$ cat src/rtl/debug_uart_tx_fifo_if.sv
// Write strobe / status bundle between the debug UART register decode and the
// buffered transmitter.
interface debug_uart_tx_fifo_if #(
  parameter int DEPTH_LOG2 = 2
);
  logic                  wr_en;
  logic [7:0]            wr_data;
  logic                  clr_overflow;
  logic                  uart_txd;
  logic                  busy;
  logic                  full;
  logic [DEPTH_LOG2:0]   level;
  logic                  overflow;

  modport master (
    output wr_en, wr_data, clr_overflow,
    input  uart_txd, busy, full, level, overflow
  );

  modport slave (
    input  wr_en, wr_data, clr_overflow,
    output uart_txd, busy, full, level, overflow
  );
endinterface

$ cat src/rtl/debug_uart_tx_fifo.sv
// Debug UART transmitter: small byte FIFO feeding an 8N1 LSB-first serialiser.
// States: IDLE line high, waiting | START start bit | DATA 8 data bits | STOP stop bit
module debug_uart_tx_fifo #(
  parameter int CLK_HZ     = 64_000_000,
  parameter int BIT_RATE   = 4_000_000,
  parameter int DEPTH_LOG2 = 2
) (
  input  logic                clk,
  input  logic                rst_n,
  debug_uart_tx_fifo_if.slave bus_if
);

  localparam int CPB   = CLK_HZ / BIT_RATE;
  localparam int CNT_W = (CPB > 1) ? $clog2(CPB) : 1;
  localparam int DEPTH = 1 << DEPTH_LOG2;
  localparam int LVL_W = DEPTH_LOG2 + 1;

  typedef enum logic [1:0] {IDLE, START, DATA, STOP} state_e;

  logic [7:0]            mem [DEPTH];
  logic [DEPTH_LOG2-1:0] wr_ptr_q, wr_ptr_d, rd_ptr_q, rd_ptr_d;
  logic [LVL_W-1:0]      level_q, level_d;
  logic                  ovf_q, ovf_d;
  state_e                state_q, state_d;
  logic [CNT_W-1:0]      cnt_q, cnt_d;
  logic [2:0]            bit_q, bit_d;
  logic [7:0]            shift_q, shift_d;
  logic                  txd_q, txd_d;
  logic                  push, pop, drop, full, bit_end, has_data;

  assign full     = (level_q == LVL_W'(DEPTH));
  assign has_data = (level_q != '0);
  assign bit_end  = (cnt_q == CNT_W'(CPB - 1));

  always_comb begin
    state_d  = state_q;
    cnt_d    = cnt_q;
    bit_d    = bit_q;
    shift_d  = shift_q;
    txd_d    = txd_q;
    wr_ptr_d = wr_ptr_q;
    rd_ptr_d = rd_ptr_q;
    level_d  = level_q;
    ovf_d    = ovf_q;
    pop      = 1'b0;
    push     = 1'b0;
    drop     = 1'b0;

    case (state_q)
      IDLE: begin
        txd_d = 1'b1;
        cnt_d = '0;
        if (has_data) begin
          pop     = 1'b1;
          shift_d = mem[rd_ptr_q];
          state_d = START;
          txd_d   = 1'b0;
        end
      end
      START: begin
        if (bit_end) begin
          cnt_d   = '0;
          bit_d   = 3'd0;
          state_d = DATA;
          txd_d   = shift_q[0];
        end else begin
          cnt_d = cnt_q + CNT_W'(1);
        end
      end
      DATA: begin
        if (bit_end) begin
          cnt_d = '0;
          if (bit_q == 3'd7) begin
            state_d = STOP;
            txd_d   = 1'b1;
          end else begin
            bit_d   = bit_q + 3'd1;
            shift_d = {1'b0, shift_q[7:1]};
            txd_d   = shift_q[1];
          end
        end else begin
          cnt_d = cnt_q + CNT_W'(1);
        end
      end
      STOP: begin
        if (bit_end) begin
          cnt_d = '0;
          // chain straight into the next start bit so frames stay contiguous
          if (has_data) begin
            pop     = 1'b1;
            shift_d = mem[rd_ptr_q];
            state_d = START;
            txd_d   = 1'b0;
          end else begin
            state_d = IDLE;
            txd_d   = 1'b1;
          end
        end else begin
          cnt_d = cnt_q + CNT_W'(1);
        end
      end
      default: begin
        state_d = IDLE;
        txd_d   = 1'b1;
        cnt_d   = '0;
      end
    endcase

    // a pop in the same cycle frees the slot, so a write to a full FIFO still lands
    push = bus_if.wr_en && (!full || pop);
    drop = bus_if.wr_en && full && !pop;

    if (push) wr_ptr_d = wr_ptr_q + DEPTH_LOG2'(1);
    if (pop)  rd_ptr_d = rd_ptr_q + DEPTH_LOG2'(1);

    case ({push, pop})
      2'b10:   level_d = level_q + LVL_W'(1);
      2'b01:   level_d = level_q - LVL_W'(1);
      default: level_d = level_q;
    endcase

    if (drop)                     ovf_d = 1'b1;
    else if (bus_if.clr_overflow) ovf_d = 1'b0;
  end

  always_ff @(posedge clk) begin
    if (!rst_n) begin
      state_q  <= IDLE;
      cnt_q    <= '0;
      bit_q    <= '0;
      shift_q  <= '0;
      txd_q    <= 1'b1;
      wr_ptr_q <= '0;
      rd_ptr_q <= '0;
      level_q  <= '0;
      ovf_q    <= 1'b0;
    end else begin
      state_q  <= state_d;
      cnt_q    <= cnt_d;
      bit_q    <= bit_d;
      shift_q  <= shift_d;
      txd_q    <= txd_d;
      wr_ptr_q <= wr_ptr_d;
      rd_ptr_q <= rd_ptr_d;
      level_q  <= level_d;
      ovf_q    <= ovf_d;
    end
  end

  always_ff @(posedge clk) begin
    if (push) mem[wr_ptr_q] <= bus_if.wr_data;
  end

  assign bus_if.uart_txd = txd_q;
  assign bus_if.busy     = (state_q != IDLE) || has_data;
  assign bus_if.full     = full;
  assign bus_if.level    = level_q;
  assign bus_if.overflow = ovf_q;

endmodule

$ cat src/flat_wrapper.sv
// flat-port wrapper written by rule: the top's interface ports become plain ports
module debug_uart_tx_fifo_flat 
#(
  parameter int CLK_HZ     = 64_000_000,
  parameter int BIT_RATE   = 4_000_000,
  parameter int DEPTH_LOG2 = 2
)
  (clk, rst_n, bus_if_wr_en, bus_if_wr_data, bus_if_clr_overflow, bus_if_uart_txd, bus_if_busy, bus_if_full, bus_if_level, bus_if_overflow);
  debug_uart_tx_fifo_if #(.DEPTH_LOG2(DEPTH_LOG2)) bus_if_i ();
  input  logic clk;
  input  logic rst_n;
  input wire logic [$bits(bus_if_i.wr_en)-1:0] bus_if_wr_en;
  input wire logic [$bits(bus_if_i.wr_data)-1:0] bus_if_wr_data;
  input wire logic [$bits(bus_if_i.clr_overflow)-1:0] bus_if_clr_overflow;
  output wire logic [$bits(bus_if_i.uart_txd)-1:0] bus_if_uart_txd;
  output wire logic [$bits(bus_if_i.busy)-1:0] bus_if_busy;
  output wire logic [$bits(bus_if_i.full)-1:0] bus_if_full;
  output wire logic [$bits(bus_if_i.level)-1:0] bus_if_level;
  output wire logic [$bits(bus_if_i.overflow)-1:0] bus_if_overflow;
  assign bus_if_i.wr_en = bus_if_wr_en;
  assign bus_if_i.wr_data = bus_if_wr_data;
  assign bus_if_i.clr_overflow = bus_if_clr_overflow;
  assign bus_if_uart_txd = bus_if_i.uart_txd;
  assign bus_if_busy = bus_if_i.busy;
  assign bus_if_full = bus_if_i.full;
  assign bus_if_level = bus_if_i.level;
  assign bus_if_overflow = bus_if_i.overflow;
  debug_uart_tx_fifo #(.CLK_HZ(CLK_HZ), .BIT_RATE(BIT_RATE), .DEPTH_LOG2(DEPTH_LOG2)) u_core (.clk(clk), .rst_n(rst_n), .bus_if(bus_if_i));
endmodule
$ cat config.mk
export PLATFORM = sky130hd
export DESIGN_NAME = debug_uart_tx_fifo_flat
export DESIGN_NICKNAME = d
export VERILOG_FILES = /design/src/rtl/debug_uart_tx_fifo_if.sv /design/src/rtl/debug_uart_tx_fifo.sv /design/src/flat_wrapper.sv
export SDC_FILE = /design/constraint.sdc
export NUM_CORES = 1
export LEC_CHECK = 0
export BUFFER_PORTS_ARGS = -buffer_cell sky130_fd_sc_hd__buf_2
export CORE_MARGIN = 2
export CORE_UTILIZATION = 50
export DETAILED_ROUTE_END_ITERATION = 8
export PLACE_DENSITY = 0.73
export REMOVE_ABC_BUFFERS = 1
export SLEW_MARGIN = 10
export SYNTH_ARGS = -nofsm -noshare
export SYNTH_HDL_FRONTEND = slang
export SYNTH_SLANG_ARGS = --single-unit
$ cat constraint.sdc
create_clock -name clk -period 3.3 [get_ports clk]
set_clock_uncertainty 0.2 [all_clocks]
set_input_delay 0.66 -clock clk [delete_from_list [all_inputs] [get_ports clk]]
set_output_delay 0.66 -clock clk [all_outputs]
set_load 0.01 [all_outputs]
# Yosys cells after proc, flatten, opt, wreduce, memory -nomap -nowiden
# Memory sizes are Yosys's and may differ from the RTL's. A register that Yosys moved wholly into a read port is not among the register bits.
# Index checks and enable logic that the tools add are counted.
[word_totals] ff_bits=26 mem_bits_rw=32 in_bits=12 out_inout_bits=7 word_cells=83 memories=1
[mem_list] name="u_core.mem" depth=4 width=8 rd=1 rd_ports_with_merged_regs=1 write_ports=1 line="debug_uart_tx_fifo.sv:20" text="logic [7:0] mem [DEPTH];"
[classes] n_addsub=6 n_eq_ne=14 n_mux=34 reduce_logical=19
[ops] cell="$mux 8" n=4
[ops] cell="$pmux 8 s3" n=1
[ops] cell="$mux 2" n=7
[ops] cell="$mux 1" n=12
[ops] cell="$pmux 3 s2" n=2
[ops] cell="$ne 2x1->1 const B" n=5
[ops] cell="$mux 3" n=3
[ops] cell="$pmux 2 s4" n=1
[ops] cell="$pmux 4 s2" n=1
[ops] cell="$reduce_and 4->1" n=2
[ops] cell="$reduce_bool 2->1" n=4
[ops] cell="$add 3x1->3 const B" n=2
[ops] cell="$eq 2x2->1 const B" n=3
[ops] cell="$eq 3x3->1 const B" n=2
[ops] cell="$reduce_bool 3->1" n=2
[ops] cell="$reduce_and 5->1" n=1
[ops] cell="$add 2x1->2 const B" n=2
[ops] cell="$add 4x1->4 const B" n=1
[ops] cell="$eq 2x1->1 const B" n=2
[ops] cell="$eq 4x4->1 const B" n=1
[ops] cell="$mux 4" n=1
[ops] cell="$pmux 1 s4" n=1
[ops] cell="$logic_and 1x1->1" n=3
[ops] cell="$reduce_and 3->1" n=1
[ops] cell="7 further kinds" n=9

# Logic depth before layout (Yosys ltp)
# Gate-level depths: netlist of run 1.
[logic_depth] word_depth=8 ltp_mapped=8 ltp_nobuf=8

# Worst setup path before layout of run 1
# No wires, ideal clock.
[synth_path] path_kind="register to register" startpoint="register u_core.state_q[1]" endpoint="register u_core.level_q[2] (netlist: u_core.bus_if.level[2])" setup_time_ps=81 arrival_ps=2333 t_required_ps=3019 slack_ps=687 stages_incl_launch_ff=8 n_path_buf=0 period_less_slack_ps=2613 cell_sequence="dfxtp_1 > ha_1 > a41oi_2 > or4_4 > fa_1 > nand2b_1 > or3_1 > a41oi_1"
[synth_between] elab_chain_len=6 word_cells_on_any_way=9 cone_classes="3 x eq/ne; 2 x mux; 4 x reduce/logical"
[synth_rtl] element="start, declared" line="debug_uart_tx_fifo.sv:24" text="state_e state_q, state_d;"
[synth_rtl] element="start signal, assigned" line="debug_uart_tx_fifo.sv:138" text="state_q <= state_d;"
[synth_rtl] element="$eq 2x2->1 or $logic_not 2->1 (tied branches)" line="debug_uart_tx_fifo.sv:49" text="case (state_q)"
[synth_rtl] element="$pmux 1 s2 *" line="debug_uart_tx_fifo.sv:49"
[synth_rtl] element="$logic_or 1x1->1" line="debug_uart_tx_fifo.sv:110" text="push = bus_if.wr_en && (!full || pop);"
[synth_rtl] element="$logic_and 1x1->1" line="debug_uart_tx_fifo.sv:110"
[synth_rtl] element="$eq 2x1->1 or $eq 2x2->1 (tied branches)" line="debug_uart_tx_fifo.sv:116" text="case ({push, pop})"
[synth_rtl] element="$pmux 3 s2 or $reduce_bool 2->1 (tied branches)"
[synth_rtl] element="end signal, assigned" line="debug_uart_tx_fifo.sv:145" text="level_q <= level_d;"
[synth_rtl] element="end, declared" line="debug_uart_tx_fifo.sv:22" text="logic [LVL_W-1:0] level_q, level_d;"
# Every way passes the cells marked *; elsewhere a longest branch is shown, timed or not.
# A chain may end at the register's enable or synchronous reset.

# Worst setup path after layout of run 1
# Same ends and word-level chain as after synthesis.

==> Flow_metrics.wiki, run 1 <==
{| class="wikitable"
! Metric !! Value
|-
| Run status || finished clean
|-
| Routability Congestion || a little over 0.8
|-
| Combined area of all synthesized cells || 2760 sq um
|-
| Number of global-route vias before repair || 1720
|-
| Top cell type's share of synthesized area || 34.9%
|-
| Sort of element at the start of the critical path || flop
|-
| Die Width || 78.3 um
|-
| Die area || 6120 sq um
|-
| Leakage power || 0.00112 uW
|-
| Antenna cells || 0
|-
| Post-synth EDFFs || 32
|-
| Largest net degree at the start of global routing || 22
|-
| Clock tree from TritonCTS || done
|-
| Fraction of layout instances using a drive strength above 1 || 18.8%
|-
| Achievable frequency || 352 MHz
|-
| Number of slew-limit violations in the final report || 0
|-
| Effective utilization at floorplan || roughly 51%
|-
| Post-detail-place hpwl || 3180 um
|-
| Synth async-reset ratio || 0%
|-
| Chip height || between 70 and 80 um
|-
| Count of yosys warnings during synthesis || 0
|-
| CP max FO || 9
|-
| Critical path endpoint category || flop
|-
| Synth top cells by count || edfxtp_1 (32), dfxtp_1 (28), nand2_1 (28)
|-
| Routed Antenna Nets || 0
|-
| Setup TNS || 0 ns
|-
| Library cells used by synthesis || 43
|-
| Core footprint || roughly 5400 sq um
|-
| CP arrival || roughly 2.9 ns
|-
| Total GRT Usage || between 10% and 20%
|-
| TritonRoute pass-1 iters || 4
|-
| Placed inst area || between 2000 and 3000 sq um
|-
| Cell with the largest stage delay on the worst path || or4_4
|-
| Quantity of gates resized following cts || 0
|-
| TritonCTS Buffers || 9
|-
| Antenna violations before repair || 0
|-
| Hold buffer count at cts || 0
|-
| Final setup vio count || 0
|-
| Data required, critical path || ~3.4 ns
|-
| Clock transition at the register clock pins on the worst setup and hold paths after CTS || around 0.070 ns
|-
| Via count || 1786
|-
| Area contributors post-synth || edfxtp_1 (35%), dfxtp_1 (20%), mux4_2 (6.5%)
|-
| DRC viols || 0
|-
| Latest clock arrival within the worst-skew pair || ~0.34 ns
|-
| Gate count after technology mapping || 233
|-
| Worst-case headroom to the max-slew limit || between 50% and 60%
|-
| Top flip-flop cell by instance count after synthesis || edfxtp_1
|-
| Unrepaired setup endpoints after global routing || no
|-
| Category of the most critical setup path || reg2reg
|-
| PortBufs || 18
|-
| Grt met1 use || around a fifth
|-
| Clock buffer depth || 2
|-
| Count of nets after finishing || between 200 and 300
|-
| Post-synthesis area per instance || around 12 sq um
|-
| First-iteration detailed-routing DRC count || slightly above 90
|-
| Master cell of the clock root buffer || clkbuf_8
|-
| Global-route met3 utilization || under 10%
|-
| Pin slew with the least headroom to its limit || ~0.65 ns
|-
| Most crowded layer after global routing || met2
|-
| Post CTS Setup Buffer Count || 0
|-
| Routed length per instance || around 14 um
|-
| Post-synthesis to final-layout area growth || 12.1%
|-
| CTS H-tree lvls || 3
|-
| Total number of clock tree sinks || 60
|-
| Finished layout cell area || 3090 sq um
|-
| Post-route minimum period || 2.84 ns
|-
| VDD IR-drop max || approximately 440 uV
|-
| Placement row count || 27
|-
| I/O pin total || 19
|-
| Tightest Hold Check Type || reg2reg
|-
| Maximum capacitance violations || 0
|-
| GR Util met2 || about a quarter
|-
| Total power per unit cell area || ~850 nW/um^2
|-
| Overflow after GRT || 0
|-
| Max stage delay on crit path || 0.56 ns
|-
| Final critical-path share of the clock period || between 80% and 90%
|-
| Seq cells post-synth || 60
|-
| Total wirelength of the detailed-routed design || around 4700 um
|-
| First-pass GRT wire length || roughly 7900 um
|-
| Sequential cell area fraction in the yosys report || a little under three fifths
|-
| Final Hold Violating Endpoints || 0
|-
| Most numerous cell in the Yosys netlist || edfxtp_1
|-
| Critical path, cell by cell || ha_1 > a41oi_2 > or4_4 > fa_1 > nand2b_1 > or3_1 > a41oi_1
|-
| Post-synthesis cell type with the largest combined area || edfxtp_1
|-
| Vias per inst || 5.46
|}
## critical path, delay by kind of cell, from the launching register on
family / cells / cell delay [ns]
DFF: 1 / 0.40
AOI/OAI and AO/OA: 2 / 0.44
and+or+nand+nor: 3 / 1.06
adders and majority gates: 2 / 0.66
## kinds of logic after synthesis
family                   count (synthesis)  synth area share (%)
adder cells (fa/ha/maj)                 14                  6.63
buffers and inverters                   30                  4.31
AND/OR/NAND/NOR                         73                  13.6
multiplexers                            11                  7.63
XOR/XNOR                                 6                  1.91
flip-flops                              60                  55.2
AO/OA/AOI/OAI                           39                  10.8
## routing by layer
metal	vias up	share of wire (%)
li1	893	-
met1	856	47
met2	30	48
met3	7	2.9
met4	0	1.3
met5	-	0
## metrics by stage
stage	power, uW	std cells	setup slack [ns]	hold WS (ns)	util [%]
2_1_floorplan	1740	220	0.587	0.218	-
4_1_cts	2640	327	0.471	0.262	57.2
5_1_grt	2810	327	0.258	0.289	57.2
6_report	2620	327	0.462	0.253	57.2
3_5_place_dp	1990	311	0.490	0.252	53.4
3_3_place_gp	1960	311	0.543	0.233	53.4
## placed cells by master (no fill, tap or decap), types with 3 or more instances in the layout
| master | count |
|---|---|
| edfxtp_1 | 32 |
| nand2_1 | 28 |
| dfxtp_1 | 28 |
| buf_2 | 18 |
| inv_1 | 17 |
| ha_1 | 13 |
| nor2_1 | 12 |
| clkbuf_8 | 9 |
| mux4_2 | 8 |
| a31o_1 | 7 |
| a31oi_1 | 7 |
| a21oi_1 | 6 |
| nor3_1 | 5 |
| and2_1 | 4 |
| nand3_1 | 4 |
| or3_1 | 4 |
| xor2_1 | 3 |
| o211ai_1 | 3 |
| xnor2_1 | 3 |
| mux2i_1 | 3 |
| nand2b_1 | 3 |
| o21ai_0 | 3 |
## state kept, by name, summed over array words and instances, names as in the netlist, named ones only
signal and cells:
u_core.bit_q 3, u_core.cnt_q 4, u_core.mem 32, u_core.bus_if.level 3, u_core.rd_ptr_q 2, u_core.shift_q 8
u_core.bus_if.overflow 1, u_core.wr_ptr_q 2, u_core.state_q 2, u_core.bus_if.uart_txd 1
## final cells by class
class	instances	area, sq um
clock inverters	7	76.3
repair buffers	19	97.6
inverters	17	63.8
well taps	72	90.1
fillers	472	2320
clock buffers	9	124
multi-input cells	143	1120
flip-flops and latches	60	1520
## worst paths after layout
path / cells after the start / start / end / slack, ns
worst max-delay path: 7 / u_core.state_q[1] / u_core.bus_if.level[2] / 0.46
worst min-delay path: 1 / u_core.cnt_q[0] / u_core.cnt_q[0] / 0.25
worst max register to register: 7 / u_core.state_q[1] / u_core.bus_if.level[2] / 0.46
worst min register to register: 1 / u_core.cnt_q[0] / u_core.cnt_q[0] / 0.25
## power breakdown
part / internal (uW) / switching [uW]
combinational: 406 / 512
clock: 352 / 308
sequential: 929 / 116
(Power assumes the default switching activity.)
==> inputs of run 2 (changes only) <==
CORE_UTILIZATION = 42   (was 50)
PLACE_DENSITY = 0.64   (was 0.73)
==> Flow_metrics.wiki, run 2 (synthesis results as in run 1) <==
{| class="wikitable"
! Metric !! Value
|-
| Largest register by flop count || u_core.mem
|-
| Die area || 7230 sq um (+18%)
|-
| Hold buffer count at cts || 0 (unchanged)
|-
| Count of nets after finishing || 276 (unchanged)
|-
| PortBufs || 18 (unchanged)
|-
| TritonCTS Buffers || 9 (unchanged)
|-
| Antenna violations before repair || 0 (unchanged)
|-
| Sort of element at the start of the critical path || flop
|-
| Tightest Hold Check Type || reg2reg
|-
| Origin of the worst min-delay path || u_core.cnt_q[0]
|-
| Total wirelength of the detailed-routed design || 4740 um (+1.1%)
|-
| Cell with the largest stage delay on the worst path || or4_4
|-
| Fraction of layout instances using a drive strength above 1 || 18.8% (unchanged)
|-
| Pin slew with the least headroom to its limit || 0.652 ns (-0.000746 ns)
|-
| Post CTS Setup Buffer Count || 0 (unchanged)
|-
| Post-synthesis to final-layout area growth || 11.4%
|-
| First-pass GRT wire length || 8020 um (+2.2%)
|-
| VDD IR-drop max || 319 uV (-27%)
|-
| Routability Congestion || 0.732 (-9.3%)
|-
| Latest clock arrival within the worst-skew pair || 0.34 ns (about the same)
|-
| Placement row count || 29 (+7.4%)
|-
| Leakage power || 0.00112 uW (-0.56%)
|-
| DRC viols || 0 (unchanged)
|-
| Number of slew-limit violations in the final report || 0 (unchanged)
|-
| Master cell of the clock root buffer || clkbuf_8
|-
| Category of the most critical setup path || reg2reg
|-
| Quantity of gates resized following cts || 0 (unchanged)
|-
| Final setup vio count || 0 (unchanged)
|-
| Effective utilization at floorplan || 43.4% (-7.6 points)
|-
| Reg-to-reg slack, setup || 0.48 ns (about the same)
|-
| Clock tree from TritonCTS || done
|-
| Via count || 1732 (-3.0%)
|-
| Data required, critical path || 3.36 ns (about the same)
|-
| TritonRoute pass-1 iters || 4 (unchanged)
|-
| Die Width || 85.0 um (+8.6%)
|-
| Filler-free cell count of the finished design || 332 (+1.5%)
|-
| Critical path endpoint category || flop
|-
| Vias per inst || 5.22 (-4.5%)
|-
| Maximum capacitance violations || 0 (unchanged)
|-
| Post-route minimum period || 2.82 ns (-0.0136 ns)
|-
| Final Hold Violating Endpoints || 0 (unchanged)
|-
| Number of placed instances with taps included || 316 (+1.6%)
|-
| Setup TNS || 0 ns (unchanged)
|-
| Run status || finished clean
|-
| Critical path, cell by cell || ha_1 > a41oi_2 > or4_4 > fa_1 > nand2b_1 > or3_1 > a41oi_1
|-
| Overall Power || 2550 uW (-2.8%)
|-
| Most frequent cells in the layout || edfxtp_1 (32), nand2_1 (28), dfxtp_1 (28)
|-
| First-iteration detailed-routing DRC count || 85 (-6.6%)
|-
| Startpoint of the worst register-to-register path || u_core.state_q[1]
|-
| Chip height || 85.0 um (+8.6%)
|-
| Total number of clock tree sinks || 60 (unchanged)
|-
| Largest registers ranked by flip-flop count || u_core.mem (32), u_core.shift_q (8), u_core.cnt_q (4)
|-
| Number of fill cells in the layout || 564 (+19%)
|-
| Total power per unit cell area || 830 nW/um^2 (-2.3%)
|-
| CP arrival || 2.89 ns (about the same)
|-
| Critical Path Start || u_core.state_q[1]
|-
| Post-detail-place hpwl || 3250 um (+2.1%)
|-
| Largest net degree at the start of global routing || 22 (unchanged)
|-
| Unrepaired setup endpoints after global routing || no
|-
| CP max FO || 9 (unchanged)
|-
| Max stage delay on crit path || 0.56 ns (about the same)
|-
| Clock buffer depth || 2 (unchanged)
|-
| Total GRT Usage || 14.5% (-2.5 points)
|-
| Achievable frequency || 354 MHz (+0.48%)
|-
| Routed length per instance || 14.3 um (-0.43%)
|-
| Number of global-route vias before repair || 1637 (-4.8%)
|-
| Final critical-path share of the clock period || 85.6% (-0.41 points)
|-
| Overflow after GRT || 0 (unchanged)
|-
| I/O pin total || 19 (unchanged)
|-
| Core footprint || 6350 sq um (+17%)
|-
| Worst-case headroom to the max-slew limit || 56.5% (about the same)
|-
| CTS H-tree lvls || 3 (unchanged)
|-
| Antenna cells || 0 (unchanged)
|-
| Number of flip-flops under the largest register name || 32 (unchanged)
|-
| Leading cell type in the layout, fill and taps excluded || edfxtp_1
|-
| Routed Antenna Nets || 0 (unchanged)
|-
| Clock transition at the register clock pins on the worst setup and hold paths after CTS || 0.07 ns (about the same)
|}
run 2: final cells by class:
class	count	area, sq um	area share [%]
multi-input cells	143	1120	36.3
clock inverters	7	52.6	1.71
inverters	17	63.8	2.08
flip-flops and latches	60	1520	49.5
well taps	77	96.3	3.14
clock buffers	9	124	4.03
repair buffers	19	97.6	3.18
run 2: power breakdown:
group          leakage (uW)  switching [uW]  total, uW  internal [uW]
clock network     0.0000896             313        589            275
registers          0.000523             114       1040            929
logic              0.000503             512        918            406
total               0.00112             939       2550           1610
run 2: critical path, delay by kind of cell, from the launching register on:
kind                     cells  cell delay, ns
adder cells (fa/ha/maj)      2            0.66
AND/OR/NAND/NOR              3            1.05
flip-flops                   1            0.39
AO/OA/AOI/OAI                2            0.44
run 2: per-layer routing:
metal	share of wire, %	up-vias	track usage [%]
li1	-	886	-
met1	49	817	19.1
met2	47	23	21.3
met3	2.8	6	4.96
met4	1.6	0	7.36
met5	0	-	0
run 2: path summary, 6_finish.rpt:
kind	endpoint	depth (start not counted)
worst min-delay path	u_core.cnt_q[0]	1
worst max-delay path	u_core.bus_if.level[2]	7
worst min register to register	u_core.cnt_q[0]	1
worst max register to register	u_core.bus_if.level[2]	7
run 2: through the flow:
step                      hold slack [ns]  setup slack, ns  util, %  area, sq um
after floorplan                     0.218            0.587        -         2700
after global placement              0.233            0.556     45.6         2900
after detailed placement            0.239            0.480     45.6         2900
after CTS                           0.254            0.463     48.4         3070
after global routing                0.268            0.281     48.4         3070
final                               0.257            0.475     48.4         3070
==> inputs of run 3 (changes only) <==
--- a/config.mk
+++ b/config.mk
@@ -8,3 +8,3 @@
 export BUFFER_PORTS_ARGS = -buffer_cell sky130_fd_sc_hd__buf_2
-export CORE_MARGIN = 2
+export CORE_MARGIN = 4
 export CORE_UTILIZATION = 42
==> constraint.sdc (replaced) <==
create_clock -name clk -period 3.3 [get_ports clk]
set_clock_uncertainty 0.2 [all_clocks]
set_input_delay 0.495 -clock clk [delete_from_list [all_inputs] [get_ports clk]]
set_output_delay 0.495 -clock clk [all_outputs]
set_load 0.01 [all_outputs]
==> Flow_metrics.wiki, run 3 (synthesis results as in run 1) <==
{| class="wikitable"
! Metric !! Value
|-
| Largest register by flop count || u_core.mem
|-
| Leakage power || 0.00113 uW (+1.0%)
|-
| Total wirelength of the detailed-routed design || 4720 um (-0.46%)
|-
| DRC viols || 0 (unchanged)
|-
| Smallest hold slack || 0.162 ns (-0.0952 ns)
|-
| Post-detail-place hpwl || 3310 um (+1.8%)
|-
| Clock buffer depth || 2 (unchanged)
|-
| CP arrival || 2.90 ns (about the same)
|-
| Core footprint || 6350 sq um (unchanged)
|-
| Total GRT Usage || 13.8% (-0.70 points)
|-
| Overall Power || 2630 uW (+3.2%)
|-
| Final critical-path share of the clock period || 86.3% (+0.66 points)
|-
| VDD IR-drop max || 373 uV (+17%)
|-
| Category of the most critical setup path || reg2reg
|-
| Worst-case setup slack after placement || 0.479 ns (-0.000155 ns)
|-
| Number of slew-limit violations in the final report || 0 (unchanged)
|-
| Number of fill cells in the layout || 543 (-3.7%)
|-
| Unrepaired setup endpoints after global routing || no
|-
| Largest registers ranked by flip-flop count || u_core.mem (32), u_core.shift_q (8), u_core.cnt_q (4)
|-
| Number of flip-flops under the largest register name || 32 (unchanged)
|-
| Worst-case headroom to the max-slew limit || 55.8% (-0.70 points)
|-
| Final setup slack of the worst path || 0.454 ns (-0.0218 ns)
|-
| Latest clock arrival within the worst-skew pair || 0.34 ns (about the same)
|-
| Total power per unit cell area || 848 nW/um^2 (+2.2%)
|-
| Pin slew with the least headroom to its limit || 0.663 ns (+0.0106 ns)
|-
| CP max FO || 9 (unchanged)
|-
| Vias per inst || 5.29 (+1.4%)
|-
| Chip height || 89.0 um (+4.7%)
|-
| Maximum capacitance violations || 0 (unchanged)
|-
| Via count || 1757 (+1.4%)
|-
| Total number of clock tree sinks || 60 (unchanged)
|-
| PortBufs || 18 (unchanged)
|-
| Run status || finished clean
|-
| Die area || 7920 sq um (+9.6%)
|-
| Overflow after GRT || 0 (unchanged)
|-
| Setup TNS || 0 ns (unchanged)
|-
| Most frequent cells in the layout || edfxtp_1 (32), nand2_1 (28), dfxtp_1 (28)
|-
| Leading cell type in the layout, fill and taps excluded || edfxtp_1
|-
| First-iteration detailed-routing DRC count || 96 (+13%)
|-
| Routed length per instance || 14.2 um (-0.46%)
|-
| Post CTS Setup Buffer Count || 0 (unchanged)
|-
| Fraction of layout instances using a drive strength above 1 || 18.8% (unchanged)
|-
| Clock transition at the register clock pins on the worst setup and hold paths after CTS || 0.08 ns (about the same)
|-
| I/O pin total || 19 (unchanged)
|-
| Antenna violations before repair || 0 (unchanged)
|-
| Count of nets after finishing || 276 (unchanged)
|-
| Number of global-route vias before repair || 1676 (+2.4%)
|-
| Effective utilization at floorplan || 43.4% (unchanged)
|-
| Routed Antenna Nets || 0 (unchanged)
|-
| CTS H-tree lvls || 3 (unchanged)
|-
| Data required, critical path || 3.36 ns (about the same)
|-
| Final setup vio count || 0 (unchanged)
|-
| TritonCTS Buffers || 9 (unchanged)
|-
| First-pass GRT wire length || 7970 um (-0.69%)
|-
| Post-synthesis to final-layout area growth || 12.5%
|-
| Placement row count || 29 (unchanged)
|-
| Die Width || 89.0 um (+4.7%)
|-
| TritonRoute pass-1 iters || 4 (unchanged)
|-
| Clock tree from TritonCTS || done
|-
| Sort of element at the start of the critical path || flop
|-
| Hold buffer count at cts || 0 (unchanged)
|-
| Critical path endpoint category || flop
|-
| Achievable frequency || 351 MHz (-0.76%)
|-
| Post-route minimum period || 2.85 ns (+0.0218 ns)
|-
| Tightest Hold Check Type || in2reg
|-
| Reg-to-reg slack, setup || 0.45 ns (-0.02 ns)
|-
| Final Hold Violating Endpoints || 0 (unchanged)
|-
| Quantity of gates resized following cts || 0 (unchanged)
|-
| Master cell of the clock root buffer || clkbuf_8
|-
| Routability Congestion || 0.797 (+8.9%)
|-
| Largest net degree at the start of global routing || 22 (unchanged)
|-
| Antenna cells || 0 (unchanged)
|}
-- run 3: cell types whose count changed in the layout (fill, tap and decap cells not counted), sizes merged --
cell / delta
clkinv: -3
inv: +2
bufinv: +1
-- run 3: layer usage --
layer  up-vias  track usage (%)  wire length (um)  share of wire (%)
met5         -                0                 0                  0
met4         0             5.28                76                1.6
met3         6             6.36               168                3.6
met2        20             21.1              2290                 48
met1       845             17.2              2190                 46
li1        886                -                 -                  -
-- run 3: power breakdown --
| group | internal [uW] | switching [uW] | total [uW] |
|---|---|---|---|
| Combinational | 406 | 510 | 915 |
| Clock | 358 | 314 | 672 |
| Sequential | 929 | 113 | 1040 |
| Total | 1690 | 937 | 2630 |
-- run 3: cell type report --
type	count	area, sq um	area share, %
repair buffers	19	97.6	3.15
clock inverters	7	81.3	2.62
flip-flops and latches	60	1520	49.1
inverters	17	63.8	2.06
multi-input cells	143	1120	36.0
clock buffers	9	124	4.00
well taps	77	96.3	3.11
-- run 3: critical path, stage by stage (launching register included) --
cell	delay, ns
dfxtp_1	0.40
ha_1	0.26
a41oi_2	0.27
or4_4	0.56
fa_1	0.41
nand2b_1	0.18
or3_1	0.31
a41oi_1	0.17
-- run 3: path summary, 6_finish.rpt --
check,start,endpoint,depth (start not counted)
worst min-delay path,bus_if_wr_data[6],u_core.mem[2][6],1
worst max-delay path,u_core.state_q[1],u_core.bus_if.level[2],7
worst min register to register,u_core.cnt_q[0],u_core.cnt_q[0],1
worst max register to register,u_core.state_q[1],u_core.bus_if.level[2],7
-- run 3: through the flow --
| stage | cells | area, sq um | util (%) |
|---|---|---|---|
| floorplan | 220 | 2700 | - |
| global placement | 316 | 2900 | 45.6 |
| detailed placement | 316 | 2900 | 45.6 |
| CTS | 332 | 3100 | 48.8 |
| global route | 332 | 3100 | 48.8 |
| finish | 332 | 3100 | 48.8 |
